$ cat src/rtl/uart_rx.sv
// 8N1 UART receiver: two-flop synchroniser, 16x oversampling with a 3-sample
// majority vote at each bit centre, valid/ready output with error pulses.
module uart_rx #(
    parameter int  CLK_FREQ  = 50000000,
    parameter int  BAUD_RATE = 9600,
    localparam int DIV       = CLK_FREQ / (BAUD_RATE * 16)
) (
    input  logic       clk,
    input  logic       reset,
    input  logic       rx_in,
    output logic [7:0] rx_data,
    output logic       rx_valid,
    input  logic       rx_ready,
    output logic       frame_err,
    output logic       overrun,
    output logic       busy
);

    localparam int            CW       = (DIV > 1) ? $clog2(DIV) : 1;
    localparam logic [CW-1:0] TICK_MAX = CW'(DIV - 1);
    localparam logic [CW-1:0] CNT_ZERO = {CW{1'b0}};
    localparam logic [CW-1:0] CNT_ONE  = CW'(1);

    if (DIV < 1) begin : g_div_illegal
        $fatal(1, "uart_rx: CLK_FREQ/(BAUD_RATE*16) must be at least 1");
    end

    typedef enum logic [1:0] {
        ST_IDLE  = 2'd0,
        ST_START = 2'd1,
        ST_DATA  = 2'd2,
        ST_STOP  = 2'd3
    } state_t;

    state_t        state_r;
    logic          sync1_r, rxs_r, rxs_d_r;
    logic [CW-1:0] tick_cnt_r;
    logic [3:0]    sample_r;
    logic          vote7_r, vote8_r;
    logic [2:0]    bit_idx_r;
    logic [7:0]    shift_r;
    logic [7:0]    rx_data_r;
    logic          rx_valid_r, frame_err_r, overrun_r, busy_r;
    logic          tick_s, start_s, decide_s, majority_s;

    // Only a falling edge starts a frame, so a held-low line cannot retrigger.
    assign start_s    = (state_r == ST_IDLE) && rxs_d_r && !rxs_r;
    assign tick_s     = (tick_cnt_r == TICK_MAX);
    assign decide_s   = tick_s && (sample_r == 4'd9);
    assign majority_s = (vote7_r & vote8_r) | (vote7_r & rxs_r) | (vote8_r & rxs_r);

    assign rx_data   = rx_data_r;
    assign rx_valid  = rx_valid_r;
    assign frame_err = frame_err_r;
    assign overrun   = overrun_r;
    assign busy      = busy_r;

    // Input synchroniser, oversample tick generator, sample counter and vote capture.
    always_ff @(posedge clk) begin
        if (reset) begin
            sync1_r    <= 1'b1;
            rxs_r      <= 1'b1;
            rxs_d_r    <= 1'b1;
            tick_cnt_r <= CNT_ZERO;
            sample_r   <= 4'd0;
            vote7_r    <= 1'b0;
            vote8_r    <= 1'b0;
        end else begin
            sync1_r <= rx_in;
            rxs_r   <= sync1_r;
            rxs_d_r <= rxs_r;
            if (start_s || tick_s) begin
                tick_cnt_r <= CNT_ZERO;
            end else begin
                tick_cnt_r <= tick_cnt_r + CNT_ONE;
            end
            if (start_s) begin
                sample_r <= 4'd0;
            end else if (tick_s) begin
                sample_r <= sample_r + 4'd1;
            end
            if (tick_s && (sample_r == 4'd7)) begin
                vote7_r <= rxs_r;
            end
            if (tick_s && (sample_r == 4'd8)) begin
                vote8_r <= rxs_r;
            end
        end
    end

    // Frame state machine with the output stage and its valid/ready handshake.
    always_ff @(posedge clk) begin
        if (reset) begin
            state_r     <= ST_IDLE;
            bit_idx_r   <= 3'd0;
            shift_r     <= 8'd0;
            rx_data_r   <= 8'd0;
            rx_valid_r  <= 1'b0;
            frame_err_r <= 1'b0;
            overrun_r   <= 1'b0;
            busy_r      <= 1'b0;
        end else begin
            frame_err_r <= 1'b0;
            overrun_r   <= 1'b0;
            if (rx_valid_r && rx_ready) begin
                rx_valid_r <= 1'b0;
            end
            case (state_r)
                ST_IDLE: begin
                    busy_r <= 1'b0;
                    if (start_s) begin
                        state_r <= ST_START;
                        busy_r  <= 1'b1;
                    end
                end
                ST_START: begin
                    if (decide_s) begin
                        if (majority_s) begin
                            state_r <= ST_IDLE;
                            busy_r  <= 1'b0;
                        end else begin
                            state_r   <= ST_DATA;
                            bit_idx_r <= 3'd0;
                        end
                    end
                end
                ST_DATA: begin
                    if (decide_s) begin
                        shift_r[bit_idx_r] <= majority_s;
                        if (bit_idx_r == 3'd7) begin
                            state_r <= ST_STOP;
                        end else begin
                            bit_idx_r <= bit_idx_r + 3'd1;
                        end
                    end
                end
                ST_STOP: begin
                    // Leave on the decision tick so a following start edge is not missed.
                    if (decide_s) begin
                        state_r <= ST_IDLE;
                        busy_r  <= 1'b0;
                        if (!majority_s) begin
                            frame_err_r <= 1'b1;
                        end else if (!rx_valid_r || rx_ready) begin
                            rx_data_r  <= shift_r;
                            rx_valid_r <= 1'b1;
                        end else begin
                            overrun_r <= 1'b1;
                        end
                    end
                end
                default: begin
                    state_r <= ST_IDLE;
                    busy_r  <= 1'b0;
                end
            endcase
        end
    end

endmodule

$ cat config.mk
export PLATFORM = sky130hd
export DESIGN_NAME = uart_rx
export DESIGN_NICKNAME = d
export VERILOG_FILES = /design/src/rtl/uart_rx.sv
export SDC_FILE = /design/constraint.sdc
export NUM_CORES = 1
export LEC_CHECK = 0
export CAP_MARGIN = 5
export CORE_MARGIN = 2
export CORE_UTILIZATION = 50
export CTS_BUF_LIST = sky130_fd_sc_hd__clkbuf_8
export CTS_CLUSTER_DIAMETER = 40
export CTS_CLUSTER_SIZE = 28
export DETAILED_ROUTE_END_ITERATION = 10
export GPL_TIMING_DRIVEN = 0
export PLACE_DENSITY = 0.81
export SLEW_MARGIN = 40
export SYNTH_ARGS = -nofsm -noshare
export SYNTH_HDL_FRONTEND = slang
export SYNTH_SLANG_ARGS = --single-unit
export TNS_END_PERCENT = 1
$ cat constraint.sdc
create_clock -name clk -period 5.7 [get_ports clk]
set_input_delay 1.14 -clock clk [delete_from_list [all_inputs] [get_ports clk]]
set_output_delay 1.14 -clock clk [all_outputs]
set_load 0.005 [all_outputs]
### After elaboration in Yosys (flattened, before gate mapping)

Index checks and enable logic that the tools add are counted.
W data, S select, Z words.

| operators by class | value |
|---|---|
| mux-type cells | 27 |
| $add $sub $neg | 3 |
| eq/ne operators | 16 |
| reductions and logical operators | 23 |
| bitwise gates (word level) | 8 |
| $lt $le $gt $ge | 2 |

Operators by type and width:

| kind | number |
|---|---|
| $ne A2 B2 Y1 const B | 8 |
| $mux W1 | 12 |
| $mux W2 | 6 |
| $mux W3 | 4 |
| $reduce_and A5 Y1 | 2 |
| $add A9 B1 Y9 const B | 1 |
| $eq A9 B9 Y1 const B | 1 |
| $bwmux W8 | 1 |
| $eq A4 B4 Y1 const B | 2 |
| $pmux W2 S4 | 1 |
| $reduce_and A4 Y1 | 2 |
| $logic_and A1 B1 Y1 | 7 |
| $pmux W3 S2 | 1 |
| $add A4 B1 Y4 const B | 1 |
| $eq A2 B2 Y1 const B | 2 |
| $eq A4 B3 Y1 const B | 1 |
| $lt A3 B4 Y1 const B | 1 |
| $reduce_or A2 Y1 | 2 |
| $reduce_or A4 Y1 | 1 |
| $add A3 B1 Y3 const B | 1 |
| $and A1 B1 Y1 | 3 |
| $demux W1 S3 | 1 |
| $eq A3 B3 Y1 const B | 1 |
| $ge A3 B1 Y1 const B | 1 |
| 11 further kinds | 16 |

| storage, ports and cells | value |
|---|---|
| bits in registers | 43 |
| output and inout bits | 12 |
| word-level logic and storage cells | 94 |

### Logic depth before layout (Yosys ltp)

Gate-level depths: netlist of the first run.

| depth | value |
|---|---|
| depth in word-level cells | 6 |
| depth in mapped cells | 9 |
| gate-level depth less buffers | 6 |

### Worst setup path after synthesis of the first run

OpenSTA, ideal clock, no wires.

| path | value |
|---|---|
| kind | input to register |
| from | input rx_ready |
| to | register rx_data_r[0], in the netlist rx_data[0] |
| path buffers | 1 |
| library setup time | 0.116 ns |
| cell stages on the path | 5 |
| arrival time | 2.126 ns |
| setup slack | 3.459 ns |
| cell sequence | nand2b_1 > nand4_1 > or2_1 > buf_6 > a31o_1 |

| on the way | value |
|---|---|
| word-level cells in the longest chain between the ends | 2 |

RTL lines:

| element | RTL line | text |
|---|---|---|
| start: declaration | 13 | `input logic rx_ready,` |
| $logic_or A1 B1 Y1 | 144 | `end else if (!rx_valid_r \|\| rx_ready) begin` |
| $reduce_and A4 Y1 (no line) | - |  |
| end signal: assignment | 145 | `rx_data_r <= shift_r;` |
| end: declaration | 42 | `logic [7:0] rx_data_r;` |

Every way passes these cells.
A chain may end at the register's enable or synchronous reset.

### Final worst setup path of the first run

| path | value |
|---|---|
| from | input reset |
| to | register tick_cnt_r[6] |

| on the way | value |
|---|---|
| word-level cells in the longest chain between the ends | 1 |

RTL lines:

| element | RTL line | text |
|---|---|---|
| start: declaration | 9 | `input logic reset,` |
| $reduce_or A2 Y1 (no line) | - |  |
| end signal: assignment | 75 | `tick_cnt_r <= tick_cnt_r + CNT_ONE;` |
| end: declaration | 37 | `logic [CW-1:0] tick_cnt_r;` |

Every way passes these cells.

==> summary.txt, run 1 <==
Placed design
  • Port bufs: 15
  • Dpl cells: 272
  • Final Wtd Congestion: ~0.85
  • Final HPWL DP: 2.536 mm

Drt
  • # DRC: 0
  • Detailed Routing Iterations Pass 1: 4
  • Routed vias: 1,533
  • Routed Antenna Nets: 0
  • Initial DRC Count: 110
  • Final wirelength: 3.549 mm
  • WL/cell: 12.68 um
  • Drt via density: 5.475

Clocking
  • CTS tree: built
  • Max clock buf depth: 2
  • Clock sinks: 43
  • Postcts setup bufs: 0
  • Hold_buf cts: 0
  • Clock root buffer: clkbuf_8
  • PostCTS Resize Cnt: 0
  • CTS H-tree depth: 2
  • Worst-path clk slew: 0.08 ns
  • CTS buffer count: 5
  • Clk Latency, worst-skew pair: ~0.29 ns

Timing
  • Final count of hold timing violations: 0
  • Least-Margin Pin Slew: about 0.66 ns
  • Fmax: between 0.3 and 0.4 GHz
  • Clk_skew: 0.003549 ns
  • Final Max Tran Viols: 0
  • Post-route clock period utilization: 48.33%
  • Worst slew margin: 55.66%
  • Final setup fails: 0
  • Tmin final: 2.755 ns
  • Unrepaired setup endpoints after global routing: false
  • Setup_tns: 0 ns

Layout
  • Commonest non-fill, non-tap cell in the layout: dfxtp_1
  • Non-filler instance count after layout: 280
  • Fraction of layout cells with a size suffix above 1: 9.483%
  • Most frequent cells in the layout: dfxtp_1 (43), nor2_1 (17), nand2_1 (16)
  • Final #Nets: 242
  • ANT cells: 0
  • Syn-to-layout area delta: 16.71%
  • Fillers: 319

Hold path
  • Hold Crit Start: sync1_r
  • Tightest Hold Check Type: flop to flop

Die
  • Die X: between 60 and 70 um
  • Die height: ~67 um
  • Core ar.: 0.003716 mm2
  • Starting Density: approximately 53%
  • Die area: 0.004441 mm2
  • # IOs: 16
  • Num rows: 22

Synthesis
  • Synth Area in Compound Gates: 9.885%
  • Main combinational cell family by area after synthesis: simple AND/OR/NAND/NOR gates
  • Post-synth cell types: between 40 and 50
  • Yosys top cell area share: 43.88%
  • Syn Area/Cell: 9.387 um2
  • Dominant synthesized flop cell: dfxtp_1
  • Adder-Cell Fraction of Synth Area: about 5.0%
  • Mux contribution to synthesized area: 4.592%
  • Synth top area cells: dfxtp_1 (44%), mux2i_1 (4.6%), ha_1 (4.5%)
  • Net count after synthesis: 220
  • Yosys reg bits: 43
  • Synthesized cell area: 0.001962 mm2
  • Synth Warn #: 0
  • Register area share after synthesis: 43.88%
  • Simple-Gate Fraction of Synth Area: 26.72%
  • XOR/XNOR Fraction of Synth Area: 4.464%
  • Mapped Cells: around 210
  • Number of synthesized flops with an enable pin: 0
  • Asr flop ratio synth: 0%
  • Synth area leader: dfxtp_1

Power and ir drop
  • Sw Pwr: 0.1144 mW
  • Flop pwr share: 54.0%
  • PwrDens: 248.0 mW/mm2
  • Static Leak: 0.8560 nW
  • Sw Share: 20.15%
  • Part of the power in combinational logic: 3.6%
  • Maximum vdd drop: 0.1865 mV
  • Clock power share: between 40% and 50%
  • Internal: 0.4534 mW

Global route
  • Initial antenna violation count: 0
  • First-pass GRT wire length: approximately 6 mm
  • GRT overflow: 0
  • Largest net degree at the start of global routing: 14
  • Vias in the first global route: between 1,000 and 1,500
  • All-layer global routing usage: roughly 18%

Critical path
  • Startpoint types: input port
  • Largest fanout on the critical path: 10
  • Worst setup path class: input port to flop
  • WP data arrival: approximately 3 ns
  • Setup crit end kind: flop
  • RR Startpoint: sample_r[1]
  • Worst Setup SP: reset
  • WP data required: between 5 and 6 ns

Job
  • Max Cap Viol: 0

Run status
  • Status: completed
[registers in the layout, summed over array words and instances, names as in the netlist, named ones only]
| signal | count |
|---|---|
| rxs_r | 1 |
| tick_cnt_r | 9 |
| rxs_d_r | 1 |
| frame_err | 1 |
| rx_valid | 1 |
| vote7_r | 1 |
| overrun | 1 |
| busy | 1 |
| sample_r | 4 |
| state_r | 1 |
| sync1_r | 1 |
| rx_data | 8 |
| shift_r | 8 |
| bit_idx_r | 3 |
| vote8_r | 1 |
[worst max-delay path, cell delays in order]
cell	delay [ns]
clkdlybuf4s50_1	0.57
clkinv_1	0.32
o31ai_1	0.30
nand2b_1	0.19
clkbuf_1	0.32
nor2_1	0.09
[area by class of cell]
| type | instances | area (um2) | area share, % |
|---|---|---|---|
| Clock inverter | 2 | 35.03 | 1.530 |
| Tap cell | 48 | 60.06 | 2.623 |
| Timing Repair Buffer | 15 | 150.1 | 6.557 |
| Clock buffer | 6 | 82.58 | 3.607 |
| Inverter | 11 | 41.29 | 1.803 |
| Sequential cell | 43 | 860.8 | 37.60 |
| Multi-Input combinational cell | 145 | 994.7 | 43.44 |
| Buffer | 10 | 65.06 | 2.842 |
[metal layers]
metal  vias up  track usage [%]  share of wire, %
li1        778                -                 -
met1       720            21.91                47
met2        28            30.50                48
met3         7            4.223               3.4
met4         0            8.418               1.7
met5         -                0                 0
[power groups by stage]
stage / clock (mW) / combinational, mW / sequential (mW)
global route: 0.258 / 0.0234 / 0.307
floorplan: 0 / 0.0139 / 0.313
CTS: 0.245 / 0.0208 / 0.306
finish: 0.241 / 0.0206 / 0.306
global placement: 0 / 0.0205 / 0.313
detailed placement: 0 / 0.0207 / 0.314
[through the flow]
| step | area [um2] | hold slack, ns | util, % | worst slack, ns | total power [mW] |
|---|---|---|---|---|---|
| 2_1_floorplan | 1962 | 0.3895 | - | 3.459 | 0.3267 |
| 3_5_place_dp | 2172 | 0.4009 | 58.45 | 2.634 | 0.3342 |
| 3_3_place_gp | 2172 | 0.3949 | 58.45 | 2.633 | 0.3339 |
| 6_report | 2290 | 0.4202 | 61.62 | 2.945 | 0.5678 |
| 5_1_grt | 2290 | 0.4653 | 61.62 | 2.766 | 0.5888 |
| 4_1_cts | 2290 | 0.4262 | 61.62 | 2.939 | 0.5724 |
[Yosys cell counts (2+ instances only)]
master,instances
inv_1,10
nand2b_1,4
xor2_1,4
nand4b_1,5
nand3_1,10
a21oi_1,5
nor3_1,12
nor2_1,17
nand2_1,16
clkbuf_1,6
a31o_1,8
dfxtp_1,43
o21ai_0,4
nor3_2,2
ha_1,7
and3_1,2
or2_2,3
xnor2_1,6
nor2b_1,3
o31ai_1,2
o22ai_1,2
mux2i_1,9
nand4_1,8
and2_1,3
buf_6,2
[path summary, 6_finish.rpt]
path,endpoint,slack [ns],cells past startpoint
worst min register to register,rxs_r,0.42,1
worst max-delay path,tick_cnt_r[6],2.95,6
worst min-delay path,rxs_r,0.42,1
worst max register to register,rx_data[4],3.65,7
[cell families (layout without fill, tap and decap cells)]
family,Yosys count,count (layout)
AO/OA/AOI/OAI,27,27
XOR/XNOR,10,10
adder cells (fa/ha/maj),8,8
buffers and inverters,21,44
flip-flops,43,43
multiplexers,9,9
AND/OR/NAND/NOR,91,91
Note: power is estimated with default switching activity, not from simulation.
==> inputs of run 2 (changes only) <==
Clock period 5.7 ns to 2.85 ns, I/O delays scaled along.
==> results of run 2 <==
Same layout as run 1 (identical final DEF). Status: completed.
Among the figures that moved: setup slack after placement 2.634 ns -> 0.3540 ns; setup slack after layout 2.945 ns -> 0.6652 ns; register-to-register setup slack 3.65 ns -> 0.80 ns; total power 0.5678 mW -> 1.136 mW; worst IR drop on VDD 0.1865 mV -> 0.3731 mV
==> inputs of run 3 (changes only) <==
Settings changed: PLACE_DENSITY 0.81 to 0.84.
Clock period 2.85 ns to 2 ns, I/O delays scaled along.
==> run 3 against run 2 <==
Against the previous run: non-clock buffer count grew 2; clock-buffer cell count unchanged; critical path depth down 1; worst hold slack better by 0.0011 ns; sequential share of layout area unchanged; register-to-register slack got worse by 0.67 ns; critical endpoint is now overrun; largest cell class unchanged.
==> summary.txt, run 3 (synthesis gave the netlist of run 1 again) <==
Die
  • Die height: 66.64 um
  • Num rows: 22
  • Starting Density: 52.79%
  • Die area: about 0.0044 mm2
  • # IOs: 16
  • Die X: 66.64 um
  • Core ar.: around 0.0037 mm2

Global route
  • Initial antenna violation count: 0
  • Largest net degree at the start of global routing: 13
  • GRT overflow: 0
  • First-pass GRT wire length: ~6.0 mm
  • Vias in the first global route: between 1,000 and 1,500
  • All-layer global routing usage: 17.95%

Timing
  • Hold_ws: 0.4213 ns
  • Post-route clock period utilization: a little over nine tenths
  • Tmin final: approximately 1.9 ns
  • Worst slew margin: 66.19%
  • Least-Margin Pin Slew: 0.5051 ns
  • Clk_skew: 0.005497 ns
  • Final Max Tran Viols: 0
  • Final setup fails: 0
  • Unrepaired setup endpoints after global routing: true
  • Final count of hold timing violations: 0
  • Fmax: 0.5278 GHz

Hold path
  • Worst hold path stage count: 1
  • Tightest Hold Check Type: flop to flop

Drt
  • Initial DRC Count: 96
  • Final wirelength: 3.668 mm
  • Detailed Routing Iterations Pass 1: 4
  • WL/cell: about 13 um
  • Routed Antenna Nets: 0
  • # DRC: 0
  • Drt via density: 5.445
  • Routed vias: 1,530

Critical path
  • Reg2Reg Depth: 5
  • Startpoint types: input port
  • WP data arrival: between 2 and 2.5 ns
  • Worst setup path class: input port to flop
  • Largest fanout on the critical path: 10
  • Setup crit end kind: flop
  • WP data required: 2.22 ns

Layout
  • Max reg flops: 9
  • Fraction of layout cells with a size suffix above 1: roughly an eighth
  • Syn-to-layout area delta: 16.71%
  • Largest Register: tick_cnt_r
  • Most frequent cells in the layout: dfxtp_1 (43), nor2_1 (17), nand2_1 (16)
  • Commonest non-fill, non-tap cell in the layout: dfxtp_1
  • Final #Nets: 244
  • ANT cells: 0
  • Fillers: around 320
  • Non-filler instance count after layout: 281

Placed design
  • Final Wtd Congestion: roughly 0.85
  • Port bufs: 15
  • Final HPWL DP: 2.503 mm
  • Dpl cells: 272

Clocking
  • Worst-path clk slew: roughly 0.08 ns
  • Max clock buf depth: 2
  • Hold_buf cts: 0
  • Clock sinks: 43
  • Clk Latency, worst-skew pair: 0.29 ns
  • CTS buffer count: 5
  • CTS H-tree depth: 2
  • Clock root buffer: clkbuf_8
  • CTS tree: built

Power and ir drop
  • Static Leak: 0.8567 nW
  • Final Power: 1.477 mW
  • PwrDens: 645.2 mW/mm2
  • Maximum vdd drop: about 0.46 mV

Job
  • Max Cap Viol: 0

Run status
  • Status: completed
[run 3: cell type report]
cell class / instances / area, um2 / area share (%)
multi-input combinational: 145 / 1007 / 43.99
sequential: 43 / 860.8 / 37.60
timing repair buffer: 17 / 165.2 / 7.213
clock buffer: 6 / 82.58 / 3.607
buffer: 10 / 66.31 / 2.896
tap: 48 / 60.06 / 2.623
inverter: 11 / 42.54 / 1.858
clock inverter: 1 / 5.005 / 0.2186
[run 3: worst max-delay path, stage by stage]
cell and delay [ns]:
clkdlybuf4s50_1 0.50, clkinv_2 0.18, clkbuf_1 0.42, nand2_1 0.36, nor3_2 0.24
[run 3: metrics by stage]
stage / util, % / TNS, ns / setup slack, ns / area (um2)
finish: 61.62 / 0 / 0.1054 / 2290
global route: 61.62 / -0.2099 / -0.04032 / 2290
CTS: 60.94 / 0 / 0.02141 / 2265
detailed placement: 58.45 / -6.706 / -0.3318 / 2172
global placement: 58.45 / -5.905 / -0.3007 / 2172
floorplan: - / 0 / 0.2113 / 1962
[run 3: path summary, 6_finish.rpt]
| path | slack [ns] | from | to |
|---|---|---|---|
| worst max-delay path | 0.11 | reset | overrun |
| worst min-delay path | 0.42 | sync1_r | rxs_r |
| worst max register to register | 0.13 | tick_cnt_r[3] | rx_data[0] |
| worst min register to register | 0.42 | sync1_r | rxs_r |
[run 3: per-layer routing]
layer | track usage [%] | vias up | wire length [um]
met1 | 21.01 | 718 | 1674
met4 | 9.184 | 0 | 68
met5 | 0 | - | 0
li1 | - | 784 | -
met2 | 29.88 | 21 | 1804
met3 | 4.899 | 7 | 121
[run 3: power breakdown]
part | internal (mW) | switching (mW) | total, mW
Combinational | 0.0241 | 0.0360 | 0.0601
Clock | 0.271 | 0.273 | 0.544
Sequential | 0.865 | 0.00822 | 0.873
Total | 1.16 | 0.317 | 1.48
[run 3: timing repair]
action | CTS | global route
setup buffers | 0 | 2
resized for setup | 3 | 2
setup endpoints to repair | 15 | 26
pin swaps | 1 | 0
